## src/rtl/sprite_dma_ctrl.sv

```systemverilog
// ============================================================================
// Module   : sprite_dma_ctrl
// Purpose  : Vblank-synchronised copy of CPU work RAM into sprite RAM, taking
//            the CPU bus through the busrq_n/busak_n handshake.
// Options  : SPRITE_DMA_IRQ_EN enables the completion interrupt on irq_n.
// Revision : 1.0 - initial release
// ============================================================================
`default_nettype none

module sprite_dma_ctrl #(
    parameter int DST_AW = 7,
    parameter int SRC_AW = 16
) (
    input  logic              clk_24,
    input  logic              reset_n,
    input  logic              vblank,
    input  logic              reg_cs,
    input  logic              reg_wr,
    input  logic [1:0]        reg_addr,
    input  logic [7:0]        reg_din,
    output logic [7:0]        reg_dout,
    output logic              busrq_n,
    input  logic              busak_n,
    output logic              dma_active,
    output logic [SRC_AW-1:0] src_addr,
    input  logic [7:0]        src_data,
    output logic [DST_AW-1:0] dst_addr,
    output logic              dst_wr,
    output logic [7:0]        dst_data,
    output logic              irq_n
);

    localparam int MAX_LEN = 2 ** DST_AW;

    typedef enum logic [2:0] {
        S_IDLE    = 3'd0,
        S_WAIT_VB = 3'd1,
        S_REQ     = 3'd2,
        S_XFER    = 3'd3,
        S_REL     = 3'd4
    } state_t;

    state_t              r_state;
    logic                r_wr_d;
    logic [7:0]          r_src_lo;
    logic [7:0]          r_src_hi;
    logic [7:0]          r_len;
    logic                r_done;
    logic [DST_AW:0]     r_cnt;
    logic [DST_AW:0]     r_n;
    logic                r_busrq_n;
    logic                r_active;
    logic [SRC_AW-1:0]   r_src_addr;
    logic [DST_AW-1:0]   r_dst_addr;
    logic                r_dst_wr;

    logic                w_wr_pulse;
    logic                w_ctrl_wr;
    logic                w_busy;
    logic [DST_AW:0]     w_len_eff;
    logic [SRC_AW-1:0]   w_src_start;

    // One register update per CPU write strobe, however long it is held
    assign w_wr_pulse  = reg_cs & reg_wr & ~r_wr_d;
    assign w_ctrl_wr   = w_wr_pulse & (reg_addr == 2'd3);
    assign w_busy      = (r_state != S_IDLE);
    assign w_src_start = SRC_AW'({r_src_hi, r_src_lo});

    always_comb begin
        w_len_eff = (DST_AW+1)'(r_len);
        if (r_len == 8'd0 || 32'(r_len) > 32'(MAX_LEN))
            w_len_eff = (DST_AW+1)'(MAX_LEN);
    end

    always_comb begin
        reg_dout = 8'h00;
        case (reg_addr)
            2'd0: reg_dout = r_src_lo;
            2'd1: reg_dout = r_src_hi;
            2'd2: reg_dout = r_len;
            default: reg_dout = {r_done, 5'b0, (r_state == S_WAIT_VB), w_busy};
        endcase
    end

    always_ff @(posedge clk_24 or negedge reset_n) begin
        if (!reset_n) begin
            r_state    <= S_IDLE;
            r_wr_d     <= 1'b0;
            r_src_lo   <= 8'h00;
            r_src_hi   <= 8'h00;
            r_len      <= 8'h00;
            r_done     <= 1'b0;
            r_cnt      <= '0;
            r_n        <= '0;
            r_busrq_n  <= 1'b1;
            r_active   <= 1'b0;
            r_src_addr <= '0;
            r_dst_addr <= '0;
            r_dst_wr   <= 1'b0;
        end else begin
            r_wr_d <= reg_cs & reg_wr;
            if (w_wr_pulse && !w_busy) begin
                case (reg_addr)
                    2'd0:    r_src_lo <= reg_din;
                    2'd1:    r_src_hi <= reg_din;
                    2'd2:    r_len    <= reg_din;
                    default: ;
                endcase
            end
            case (r_state)
                S_IDLE: begin
                    if (w_ctrl_wr && reg_din[0]) begin
                        r_n <= w_len_eff;
                        if (reg_din[1]) begin
                            r_state <= S_WAIT_VB;
                        end else begin
                            r_state   <= S_REQ;
                            r_busrq_n <= 1'b0;
                        end
                    end
                end
                S_WAIT_VB: begin
                    if (vblank) begin
                        r_state   <= S_REQ;
                        r_busrq_n <= 1'b0;
                    end
                end
                S_REQ: begin
                    if (!busak_n) begin
                        r_state    <= S_XFER;
                        r_active   <= 1'b1;
                        r_src_addr <= w_src_start;
                        r_cnt      <= '0;
                    end
                end
                S_XFER: begin
                    // Read of byte k overlaps the write of byte k-1
                    if (r_cnt == r_n) begin
                        r_state   <= S_REL;
                        r_active  <= 1'b0;
                        r_busrq_n <= 1'b1;
                        r_dst_wr  <= 1'b0;
                        r_done    <= 1'b1;
                    end else begin
                        r_src_addr <= r_src_addr + SRC_AW'(1);
                        r_dst_addr <= r_cnt[DST_AW-1:0];
                        r_dst_wr   <= 1'b1;
                        r_cnt      <= r_cnt + (DST_AW+1)'(1);
                    end
                end
                S_REL: begin
                    r_state <= S_IDLE;
                end
                default: r_state <= S_IDLE;
            endcase
            // A CTRL write landing together with completion leaves DONE clear
            if (w_ctrl_wr)
                r_done <= 1'b0;
        end
    end

    assign busrq_n    = r_busrq_n;
    assign dma_active = r_active;
    assign src_addr   = r_src_addr;
    assign dst_addr   = r_dst_addr;
    assign dst_wr     = r_dst_wr;
    // wkram data arrives combinationally in the write cycle; gate it so idle output is 0
    assign dst_data   = r_dst_wr ? src_data : 8'h00;

`ifdef SPRITE_DMA_IRQ_EN
    logic r_irq_n;
    logic w_st_rd;

    assign w_st_rd = reg_cs & ~reg_wr & (reg_addr == 2'd3);

    always_ff @(posedge clk_24 or negedge reset_n) begin
        if (!reset_n) begin
            r_irq_n <= 1'b1;
        end else begin
            if (r_state == S_REL)
                r_irq_n <= 1'b0;
            if (w_ctrl_wr || w_st_rd)
                r_irq_n <= 1'b1;
        end
    end

    assign irq_n = r_irq_n;
`else
    assign irq_n = 1'b1;
`endif

endmodule

`default_nettype wire
```

## config.mk

```make
export PLATFORM = sky130hd
export DESIGN_NAME = sprite_dma_ctrl
export DESIGN_NICKNAME = d
export VERILOG_FILES = /design/src/rtl/sprite_dma_ctrl.sv
export SDC_FILE = /design/constraint.sdc
export NUM_CORES = 1
export LEC_CHECK = 0
export BUFFER_PORTS_ARGS = -buffer_cell sky130_fd_sc_hd__buf_4
export CAP_MARGIN = 20
export CORE_MARGIN = 5
export CORE_UTILIZATION = 40
export DETAILED_ROUTE_END_ITERATION = 8
export GPL_TIMING_DRIVEN = 0
export PLACE_DENSITY = 0.59
export SETUP_SLACK_MARGIN = 0.4
export SLEW_MARGIN = 20
export SYNTH_ARGS = -nofsm -noshare
export SYNTH_HDL_FRONTEND = slang
export SYNTH_SLANG_ARGS = --single-unit
```

## constraint.sdc

```tcl
create_clock -name clk_24 -period 2.71 [get_ports clk_24]
set_clock_uncertainty 0.15 [all_clocks]
set_input_delay 0.271 -clock clk_24 [delete_from_list [all_inputs] [get_ports clk_24]]
set_output_delay 0.271 -clock clk_24 [all_outputs]
set_load 0.01 [all_outputs]
```

==> summary.md <==
| Metric | Value |
|---|---|
| CP Cell Sequence | `buf_6 -> or3_4 -> or3_4 -> buf_6 -> nor3b_4 -> buf_6 -> mux2_4` |
| Register area share after synthesis | `48.4%` |
| Worst path slowest cell | `or3_4` |
| Most frequent cell after synthesis | `dfrtp_1` |
| Vias | `3,204` |
| H-tree depth | `3` |
| Cell area after synthesis | `0.00367 mm²` |
| Routed len/inst | `18.5 µm` |
| Post-Layout Cell Count | `565` |
| Required @ worst endpoint | `2800 ps` |
| Arr. time, crit path | `2410 ps` |
| Fin crit share | `85.6%` |
| Flops & latches, synth | `71` |
| Syn nets | `381` |
| CP Capture Type | `flip-flop` |
| Final wirelength | `10,500 µm` |
| Final WS setup | `391 ps` |
| CTS tree | `yes` |
| Met3 global-route usage | `4.23%` |
| Worst-path clk slew | `90 ps` |
| Pwr per Cell Area | `1200 mW/mm²` |
| Largest net degree at the start of global routing | `72` |
| Vias per inst | `5.67` |
| Pre-CTS WS | `101 ps` |
| Fin nets | `475` |
| Worst VDD drop | `0.419 mV` |
| Vias in the first global route | `3,178` |
| Die area | `0.0112 mm²` |
| Post-layout utilization of the core | `53.4%` |
| Warnings, synthesis | `0` |
| Top cell type's share of synthesized area | `47.7%` |
| GRT Util Overall | `19.5%` |
| First-pass GRT wire length | `17,000 µm` |
| Total design power | `5.82 mW` |
| Final ANT Viol Nets | `0` |
| RSZ-0062 raised after global routing | `true` |
| DRC viols | `0` |
| Global route overflow | `0` |
| Leakage dissipation | `2.18 nW` |
| Antenna diodes | `0` |
| Num CTS Buffers | `9` |
| Number of cell rows | `35` |
| Fin. Hold Viols | `0` |
| Setup crit start kind | `flip-flop` |
| Die height | `106 µm` |
| Final setup fails | `0` |
| Post-route cell area | `0.00487 mm²` |
| Post-Syn Instances | `355` |
| M1 GR Usage | `26.5%` |
| Top Ports | `67` |
| Clock sinks | `71` |
| Syn Area/Cell | `10.3 µm²` |
| Fmax achieved | `431 MHz` |
| Setup CP Type | `flip-flop to flip-flop` |
| Top cells by count, synth | `70 x dfrtp_1, 38 x nand2_1, 28 x mux2_2, 27 x o21ai_0, 16 x nor2_1` |
| Core area | `0.00911 mm²` |
| Post-DP HPWL | `7340 µm` |
| Crit path time final | `2320 ps` |
| Share of layout cells above drive strength 1 | `32.8%` |
| Post-synth EDFFs | `0` |
| Initial antenna violation count | `0` |
| Placed cell areas | `0.00430 mm²` |
| Status | `finished clean` |
| Root Driver | `clkbuf_8` |
| FFs w/ async S/R, synth | `100%` |
| Slew @ Worst Pin | `925 ps` |
| CP most frequent cell | `buf_6` |
| GRT Max-Usage Layer | `met2` |
| IO Port Bufs | `65` |
| Iteration-0 DRC Markers | `158` |
| Area leader, netlist | `dfrtp_1` |
| Met2 global-route usage | `30.2%` |
| Hold Slack | `11.9 ps` |
| Placed Cells incl. Taps | `531` |
| Sum Neg Setup Slack | `0 ps` |
| GPL Wtd Cong | `0.874` |
| Worst path max stage delay | `390 ps` |
| Max Cap Viol | `0` |
| Relative slew slack | `38.3%` |
| Clk_lat worst skew | `360 ps` |
| Max Slew Vio Count | `0` |
| Die width | `106 µm` |
| Cell variety after synth | `54` |
| Area delta synth->final | `32.5%` |
| Largest cells by area after synthesis | `dfrtp_1 48%, mux2_2 8.6%, nand2_1 3.9%` |
| Predominant post-synthesis flop cell | `dfrtp_1` |
| Worst Hold Class | `input pin to flip-flop` |
| CTS Buffer Depth | `2` |
| Drt first pass iters | `4` |
| Worst-path fanout max | `7` |
| Starting density of the core | `40.3%` |
logic make-up (layout without fill, tap and decap cells):
group | count (synthesis) | count (layout) | synth area share [%]
simple gates | 127 | 127 | 18.7
compound gates | 78 | 78 | 14.0
fa+ha+maj | 2 | 2 | 0.681
xor+xnor | 10 | 10 | 2.38
buf+inv | 27 | 126 | 3.13
flops | 71 | 71 | 48.4
other cells | 1 | 1 | 0.102
mux | 39 | 39 | 12.6
final cells by class:
class | count | area (µm²)
clock inverters | 5 | 57.6
flip-flops and latches | 71 | 1780
multi-input cells | 257 | 1930
repair buffers | 83 | 678
inverters | 9 | 38.8
clock buffers | 11 | 141
fillers | 836 | 4240
plain buffers | 18 | 108
well taps | 111 | 139
worst paths after layout:
path / cells past startpoint / endpoint / startpoint / slack, ps
setup reg to reg: 7 / r_len[2]$_DFFE_PN0P_ / r_state[1]$_DFFE_PN0P_ / 390
hold / removal: 2 / r_src_lo[6]$_DFFE_PN0P_ / reg_din[6] / 10
min in group asynchronous: 2 / r_done$_DFFE_PN0P_ / reset_n / 430
max in group asynchronous: 2 / r_cnt[5]$_DFFE_PN0P_ / reset_n / 1380
setup / recovery: 7 / r_len[2]$_DFFE_PN0P_ / r_state[1]$_DFFE_PN0P_ / 390
hold reg to reg: 2 / busrq_n$_DFFE_PN1P_ / busrq_n$_DFFE_PN1P_ / 320
where the power goes:
part / total (mW) / switching (mW) / leakage, nW / internal, mW
logic: 2.95 / 1.54 / 1.18 / 1.41
registers: 1.99 / 0.499 / 0.897 / 1.49
clock network: 0.882 / 0.430 / 0.104 / 0.453
total: 5.82 / 2.47 / 2.18 / 3.35
sequential cells by signal, indices dropped and copies added (netlist names):
name / flops
r_cnt: 8
r_wr_d: 1
r_done: 1
r_n: 8
r_len: 8
dst_addr: 7
dst_wr: 1
r_src_hi: 8
busrq_n: 1
src_addr: 16
r_state: 3
r_src_lo: 8
dma_active: 1
cells in the final DEF, fill, tap and decap left out, drive strengths merged, types with 14 or more instances in the layout:
cell,instances
buf,83
dfrtp,70
nand2,38
o21ai,28
mux2,28
clkbuf,23
nor2,16
nand3,14
layer usage:
layer | share of wire [%] | vias to the layer above
met1 | 46 | 1552
met5 | 0 | -
li1 | - | 1517
met4 | 1.9 | 0
met3 | 6.4 | 15
met2 | 46 | 120
critical path: cells and delay by family (launching register included):
family | cells | cell delay, ps
buffers and inverters | 3 | 430
DFF | 1 | 380
muxes | 1 | 300
and+or+nand+nor | 3 | 940
what timing repair did:
action	4_1_cts	5_1_grt
gates resized for setup	37	26
endpoints found under the setup margin	50	46
cloned	0	0
hold buffers	6	0
pin swaps	3	6
endpoints found under the hold margin	80	0
setup buffers	6	6
No activity file was read; power rests on OpenSTA's default activity.
